File: src/rtl/varredura_display_letras.sv
// Scanned driver for a bank of common-anode 7-segment letter digits (A-H).
// Inputs are sampled only at frame wrap so a frame never mixes old and new data.
module varredura_display_letras #(
  parameter int N_DIGITS     = 4,
  parameter int SCAN_DIV     = 1000,
  parameter int BLINK_FRAMES = 64
) (
  input  logic                    clk,
  input  logic                    reset_n,
  input  logic [3*N_DIGITS-1:0]   codes,
  input  logic [N_DIGITS-1:0]     en,
  input  logic [N_DIGITS-1:0]     blink,
  output logic [6:0]              seg_n,
  output logic [N_DIGITS-1:0]     an_n,
  output logic                    frame_done
);

  localparam int SW = (SCAN_DIV > 1) ? $clog2(SCAN_DIV) : 1;
  localparam int IW = (N_DIGITS > 1) ? $clog2(N_DIGITS) : 1;
  localparam int FW = (BLINK_FRAMES > 1) ? $clog2(BLINK_FRAMES) : 1;

  logic [SW-1:0]         scan_q, scan_d;
  logic [IW-1:0]         idx_q, idx_d;
  logic [FW-1:0]         frame_q, frame_d;
  logic                  phase_q, phase_d;
  logic [3*N_DIGITS-1:0] code_q, code_d;
  logic [N_DIGITS-1:0]   en_q, en_d;
  logic [N_DIGITS-1:0]   blink_q, blink_d;
  logic [6:0]            seg_q, seg_d;
  logic [N_DIGITS-1:0]   an_q, an_d;
  logic                  done_q, done_d;

  logic                  slot_wrap;
  logic                  frame_wrap;
  logic [2:0]            cur_code;
  logic                  cur_on;
  logic                  lit;

  function automatic logic [6:0] letter(input logic [2:0] c);
    logic [6:0] p;
    case (c)
      3'd0:    p = 7'h77;
      3'd1:    p = 7'h7C;
      3'd2:    p = 7'h39;
      3'd3:    p = 7'h5E;
      3'd4:    p = 7'h79;
      3'd5:    p = 7'h71;
      3'd6:    p = 7'h3D;
      default: p = 7'h76;
    endcase
    return p;
  endfunction

  always_comb begin
    slot_wrap  = (scan_q == SW'(SCAN_DIV - 1));
    frame_wrap = slot_wrap && (idx_q == IW'(N_DIGITS - 1));

    cur_code = '0;
    cur_on   = 1'b0;
    for (int i = 0; i < N_DIGITS; i++) begin
      if (idx_q == IW'(i)) begin
        cur_code = code_q[3*i +: 3];
        cur_on   = en_q[i] && !(blink_q[i] && phase_q);
      end
    end

    scan_d = slot_wrap ? '0 : scan_q + SW'(1);
    idx_d  = idx_q;
    if (slot_wrap)
      idx_d = frame_wrap ? '0 : idx_q + IW'(1);

    frame_d = frame_q;
    phase_d = phase_q;
    code_d  = code_q;
    en_d    = en_q;
    blink_d = blink_q;
    if (frame_wrap) begin
      code_d  = codes;
      en_d    = en;
      blink_d = blink;
      if (frame_q == FW'(BLINK_FRAMES - 1)) begin
        frame_d = '0;
        phase_d = ~phase_q;
      end else begin
        frame_d = frame_q + FW'(1);
      end
    end

    // slot 0 of every digit is dead time to stop ghosting
    lit   = (scan_q != '0) && cur_on;
    seg_d = lit ? ~letter(cur_code) : 7'h7F;
    an_d  = '1;
    for (int i = 0; i < N_DIGITS; i++)
      if (lit && idx_q == IW'(i))
        an_d[i] = 1'b0;

    done_d = frame_wrap;
  end

  always_ff @(posedge clk or negedge reset_n) begin
    if (!reset_n) begin
      scan_q  <= '0;
      idx_q   <= '0;
      frame_q <= '0;
      phase_q <= 1'b0;
      code_q  <= '0;
      en_q    <= '0;
      blink_q <= '0;
      seg_q   <= 7'h7F;
      an_q    <= '1;
      done_q  <= 1'b0;
    end else begin
      scan_q  <= scan_d;
      idx_q   <= idx_d;
      frame_q <= frame_d;
      phase_q <= phase_d;
      code_q  <= code_d;
      en_q    <= en_d;
      blink_q <= blink_d;
      seg_q   <= seg_d;
      an_q    <= an_d;
      done_q  <= done_d;
    end
  end

  assign seg_n      = seg_q;
  assign an_n       = an_q;
  assign frame_done = done_q;

endmodule

File: config.mk
export PLATFORM = sky130hd
export DESIGN_NAME = varredura_display_letras
export DESIGN_NICKNAME = d
export VERILOG_FILES = /design/src/rtl/varredura_display_letras.sv
export SDC_FILE = /design/constraint.sdc
export NUM_CORES = 1
export LEC_CHECK = 0
export BUFFER_PORTS_ARGS = -buffer_cell sky130_fd_sc_hd__buf_2
export CORE_ASPECT_RATIO = 1.4
export CORE_UTILIZATION = 50
export DETAILED_ROUTE_END_ITERATION = 6
export GPL_TIMING_DRIVEN = 1
export PLACE_DENSITY_LB_ADDON = 0.15
export SYNTH_ARGS = -nofsm -noshare
export SYNTH_HDL_FRONTEND = slang
export SYNTH_SLANG_ARGS = --single-unit
File: constraint.sdc
create_clock -name clk -period 2.6 [get_ports clk]
set_input_delay 0.52 -clock clk [delete_from_list [all_inputs] [get_ports clk]]
set_output_delay 0.52 -clock clk [all_outputs]
set_load 0.005 [all_outputs]
### Yosys cells after proc, flatten, opt, wreduce, memory -nomap -nowiden

Cells that the tools add are included.

| operators by class | value |
|---|---|
| reduce and logical (&&, ||, !) cells | 22 |
| mux-type cells | 17 |
| bitwise operators | 2 |
| $add $sub $neg | 3 |
| equality and inequality tests | 11 |

Operators by type and width:

| cell | number |
|---|---|
| 7-bit one-hot mux with 7 select lines | 1 |
| 1-bit logical AND | 14 |
| 3-bit 2-to-1 mux | 4 |
| 10-bit by 1-bit adder with 10-bit output, second input constant | 1 |
| 10-bit equality test, second input constant | 1 |
| 10-bit 2-to-1 mux | 1 |
| 10-bit nonzero test | 1 |
| 3-bit equality test, second input constant | 3 |
| 1-bit 2-to-1 mux | 8 |
| 7-bit 2-to-1 mux | 1 |
| 7-bit NOT | 1 |
| 6-bit by 1-bit adder with 6-bit output, second input constant | 1 |
| 3-bit by 2-bit equality test with 1-bit output, second input constant | 2 |
| 6-bit equality test, second input constant | 1 |
| 6-bit 2-to-1 mux | 1 |
| 2-bit equality test, second input constant | 2 |
| 1-bit logical NOT | 4 |
| 3-bit by 1-bit equality test with 1-bit output, second input constant | 1 |
| 3-bit logical NOT | 1 |
| 2-bit by 1-bit adder with 2-bit output, second input constant | 1 |
| 2-bit by 1-bit equality test with 1-bit output, second input constant | 1 |
| 2-bit logical NOT | 1 |
| 2-bit 2-to-1 mux | 1 |
| 2-bit AND reduction | 1 |
| 1-bit NOT | 1 |

| storage, ports and cells | value |
|---|---|
| bits of input ports | 22 |
| output and inout bits | 12 |
| word-level logic and storage cells | 65 |
| register bits after elaboration | 51 |

### Depth between registers and ports, before layout

| logic depth | value |
|---|---|
| word-level depth | 10 |
| mapped depth | 8 |

### Least setup slack after synthesis

No wires, ideal clock.

| timing path | value |
|---|---|
| kind | register to register |
| start point | reg scan_q[4] |
| end point | reg frame_q[5] |
| cell stages (with the launch flop) | 8 |
| data required time | 2.469 ns |
| arrival | 1.929 ns |
| clock period less this slack | 2.060 ns |
| setup slack | 0.540 ns |
| cell sequence | dfrtp_1 > buf_6 > or3b_4 > or4_4 > buf_6 > buf_6 > o31ai_4 > o41ai_2 |

| on the way | value |
|---|---|
| word-level cells in the longest chain between the ends | 2 |

RTL lines:

| item | line | RTL |
|---|---|---|
| from (decl) | 22 | `logic [SW-1:0] scan_q, scan_d;` |
| from (signal assigned) | 113 | `scan_q <= scan_d;` |
| 10-bit equality test | 55 | `slot_wrap = (scan_q == SW'(SCAN_DIV - 1));` |
| 1-bit logical AND | 56 | `frame_wrap = slot_wrap && (idx_q == IW'(N_DIGITS - 1));` |
| to (signal assigned) | 115 | `frame_q <= frame_d;` |
| to (decl) | 24 | `logic [FW-1:0] frame_q, frame_d;` |

No other way between the ends.
A chain may end at the register's enable or synchronous reset.

### Final worst setup path

| timing path | value |
|---|---|
| start point | reg scan_q[0] |
| end point | reg frame_q[5] |

Same word-level chain as after synthesis.

==> flow_summary.json <==
{
  "status": "finished clean",
  "cp.required_ns": 2.78,
  "regToRegSetupSlack_ns": 0.48,
  "total_power_uw": 1540,
  "async_flop_share_pct": 100,
  "clock_latency_ns": 0.30,
  "slew_viol_final": 0,
  "start_util_pct": 52.2,
  "synth-seq-cells": 51,
  "worstReg2RegEnd": "frame_q[5]",
  "synth-warning-count": 0,
  "stdcell_area_sq_mm": 0.00275,
  "drc_errors": 0,
  "finalWirelength_mm": 4.38,
  "core_sq_mm": 0.00457,
  "yosysTopAreaCell": "dfrtp_1",
  "start_kind": "flop",
  "vdd_ir_drop_max_mv": 0.321,
  "fmax_mhz": 472,
  "post-route-util_pct": 60.1,
  "register_area_sq_mm": 0.00129,
  "dieHeight_um": 83.8,
  "timing.rr.start": "scan_q[0]",
  "vias": 1621,
  "clockBufferDepth": 2,
  "synth.yosys.seq_area_share_pct": 54.0,
  "drt_iter0_markers": 36,
  "hold_viol_final": 0,
  "synth-simple-area-share_pct": 15.5,
  "n_fill_cell": 404,
  "syn_area_sq_mm": 0.00239,
  "grt_max_degree": 29,
  "tightest_slew_ns": 0.706,
  "p_leak_uw": 0.00121,
  "cts_resized": 0,
  "seqPwrFrac_pct": 53.7,
  "period_share_pct": 81.4,
  "switching_share_pct": 19.4,
  "syn-num-nets": 233,
  "wl_per_cell_um": 14.4,
  "dieArea_sq_mm": 0.00506,
  "nets": 270,
  "numCtsBuffers": 5,
  "p_switching_uw": 300,
  "reg2reg_depth": 5,
  "end_kind": "flop",
  "drive_gt1_share_pct": 35.1,
  "synthDistinctLibCells": 43,
  "fin_tns_setup_ns": 0,
  "powerDensity_mw_per_mm2": 562,
  "slew_headroom_pct": 52.6,
  "synthMuxAreaShare_pct": 9.43,
  "critical_path.cell_chain": "ha_1, nand3_1, or4_4, o31ai_4, o41ai_2",
  "synth_compound_area_share_pct": 10.6,
  "grt_pass1_wl_mm": 7.47,
  "cp_slowest_cell": "or4_4",
  "cts_tree": "built",
  "row_count": 29,
  "power.internal_uw": 1240,
  "cts.sinks": 51,
  "ant_nets": 0,
  "dp_slack_ns": 0.478,
  "grt_pass1_vias": 1662,
  "portBuffers": 33,
  "hpwl_mm": 3.27,
  "antenna_cells": 0,
  "yosysTopAreaCellShare_pct": 41.9,
  "grt_usage_pct": 20.3,
  "setup_viol": 0,
  "dpl_cell_area_sq_mm": 0.00262,
  "grt_overflow": 0,
  "routabilityCongestion": 0.758,
  "io_pins": 34,
  "h-tree-depth": 2,
  "grt_setup_unrepaired": "false",
  "clkPwrFrac_pct": 41.3,
  "worst-path-max-fanout": 28,
  "avgViaCountPerCell": 5.33,
  "period_needed_ns": 2.12,
  "cts_hold_buffers": 0,
  "cap_violations": 0,
  "syn_inst": 204,
  "yosys-top-cells-count": "dfrtp_1 (40), mux2_2 (20), nand2_1 (15)",
  "min_path_type": "input pin to async pin",
  "synth_fa_ha_area_share_pct": 3.67,
  "root_buffer": "clkbuf_8",
  "combPwrFrac_pct": 4.9,
  "cts.clk_slew.worst_paths_ns": 0.09,
  "finClkSkew_ns": 0.00348,
  "cp.arrival_ns": 2.30,
  "cts_setup_buffers": 0,
  "antenna_found_initial": 0,
  "die_w_um": 60.4,
  "crit_type": "flop to flop",
  "worst_slack_ns": 0.483,
  "synthToLayoutAreaGrowth_pct": 15.1,
  "synth_top_family_by_area": "simple AND/OR/NAND/NOR gates",
  "max_stage_delay_ns": 0.77,
  "synthFlopType": "dfrtp_1",
  "synth_edf_count": 0,
  "dr.pass1.iters": 4,
  "post-synth-top-count-cell": "dfrtp_1",
  "multi_input_area_sq_um": 997,
  "synth.avg_cell_area_sq_um": 11.7,
  "synth_xor_area_share_pct": 2.57,
  "synthTopCellsByArea": "dfrtp_1 (42%), dfstp_2 (12%), mux2_2 (9.4%)"
}
[through the flow]
| step | hold slack (ns) | instances |
|---|---|---|
| 6_report | 0.120 | 304 |
| 4_1_cts | 0.123 | 304 |
| 3_3_place_gp | 0.455 | 296 |
| 5_1_grt | 0.131 | 304 |
| 2_1_floorplan | 0.224 | 204 |
| 3_5_place_dp | 0.453 | 296 |
[worst max-delay path, delay by kind of cell (launching register included)]
kind	cells	cell delay, ns
adder cells (fa/ha/maj)	1	0.22
AND/OR/NAND/NOR	2	0.97
AO/OA/AOI/OAI	2	0.40
flip-flops	1	0.41
[cell usage in the layout (no fill, tap or decap), types with 4 or more instances in the layout]
master and n:
a211oi_1 5, a21oi_1 8, buf_2 33, buf_4 7, clkbuf_8 5, dfrtp_1 40
dfstp_2 11, ha_1 7, inv_1 9, mux2_2 20, nand2_1 15, nand3_1 12
nand3b_1 4, nor2_1 6, o21ai_0 10, xor2_1 4
[state kept, by name, indices dropped and copies added, names as in the netlist, 2 cells and up]
name and count:
an_n 4, blink_q 4, code_q 12, en_q 4, frame_q 6, idx_q 2, scan_q 10, seg_n 7
[worst max path at each step]
stage | from | endpoint | slack (ns) | cells past startpoint
2_1_floorplan | scan_q[4] | frame_q[5] | 0.54 | 7
3_3_place_gp | scan_q[0] | frame_q[5] | 0.52 | 5
3_5_place_dp | scan_q[0] | frame_q[5] | 0.48 | 5
4_1_cts | scan_q[0] | frame_q[5] | 0.46 | 5
5_1_grt | scan_q[0] | frame_q[5] | 0.32 | 5
6_report | scan_q[0] | frame_q[5] | 0.48 | 5
[layout make-up]
cell class,count,area share [%]
clock inverters,2,2.18
repair buffers,40,7.92
inverters,9,1.23
flip-flops and latches,51,46.9
multi-input cells,134,36.3
well taps,62,2.82
clock buffers,6,2.64
[layer usage]
| layer | up-vias | wire length (um) | track usage, % |
|---|---|---|---|
| met5 | - | 0 | 0 |
| met1 | 776 | 1780 | 23.4 |
| met2 | 40 | 2360 | 34.3 |
| met4 | 0 | 84 | 8.68 |
| li1 | 799 | - | - |
| met3 | 6 | 150 | 5.27 |
[power groups by stage]
| stage | sequential [uW] | combinational (uW) | clock (uW) |
|---|---|---|---|
| 4_1_cts | 830 | 78.5 | 650 |
| 6_report | 830 | 76.2 | 638 |
| 3_5_place_dp | 845 | 78.3 | 0 |
| 3_3_place_gp | 844 | 76.9 | 0 |
| 2_1_floorplan | 844 | 29.3 | 0 |
| 5_1_grt | 833 | 89.1 | 684 |
[kinds of logic (layout without fill, tap and decap cells)]
family | Yosys count | count (layout)
compound gates | 35 | 35
buf+inv | 19 | 57
xor+xnor | 7 | 7
fa+ha+maj | 7 | 7
flops | 51 | 51
simple gates | 65 | 65
mux | 20 | 20
No activity file was read; power rests on OpenSTA's default activity.
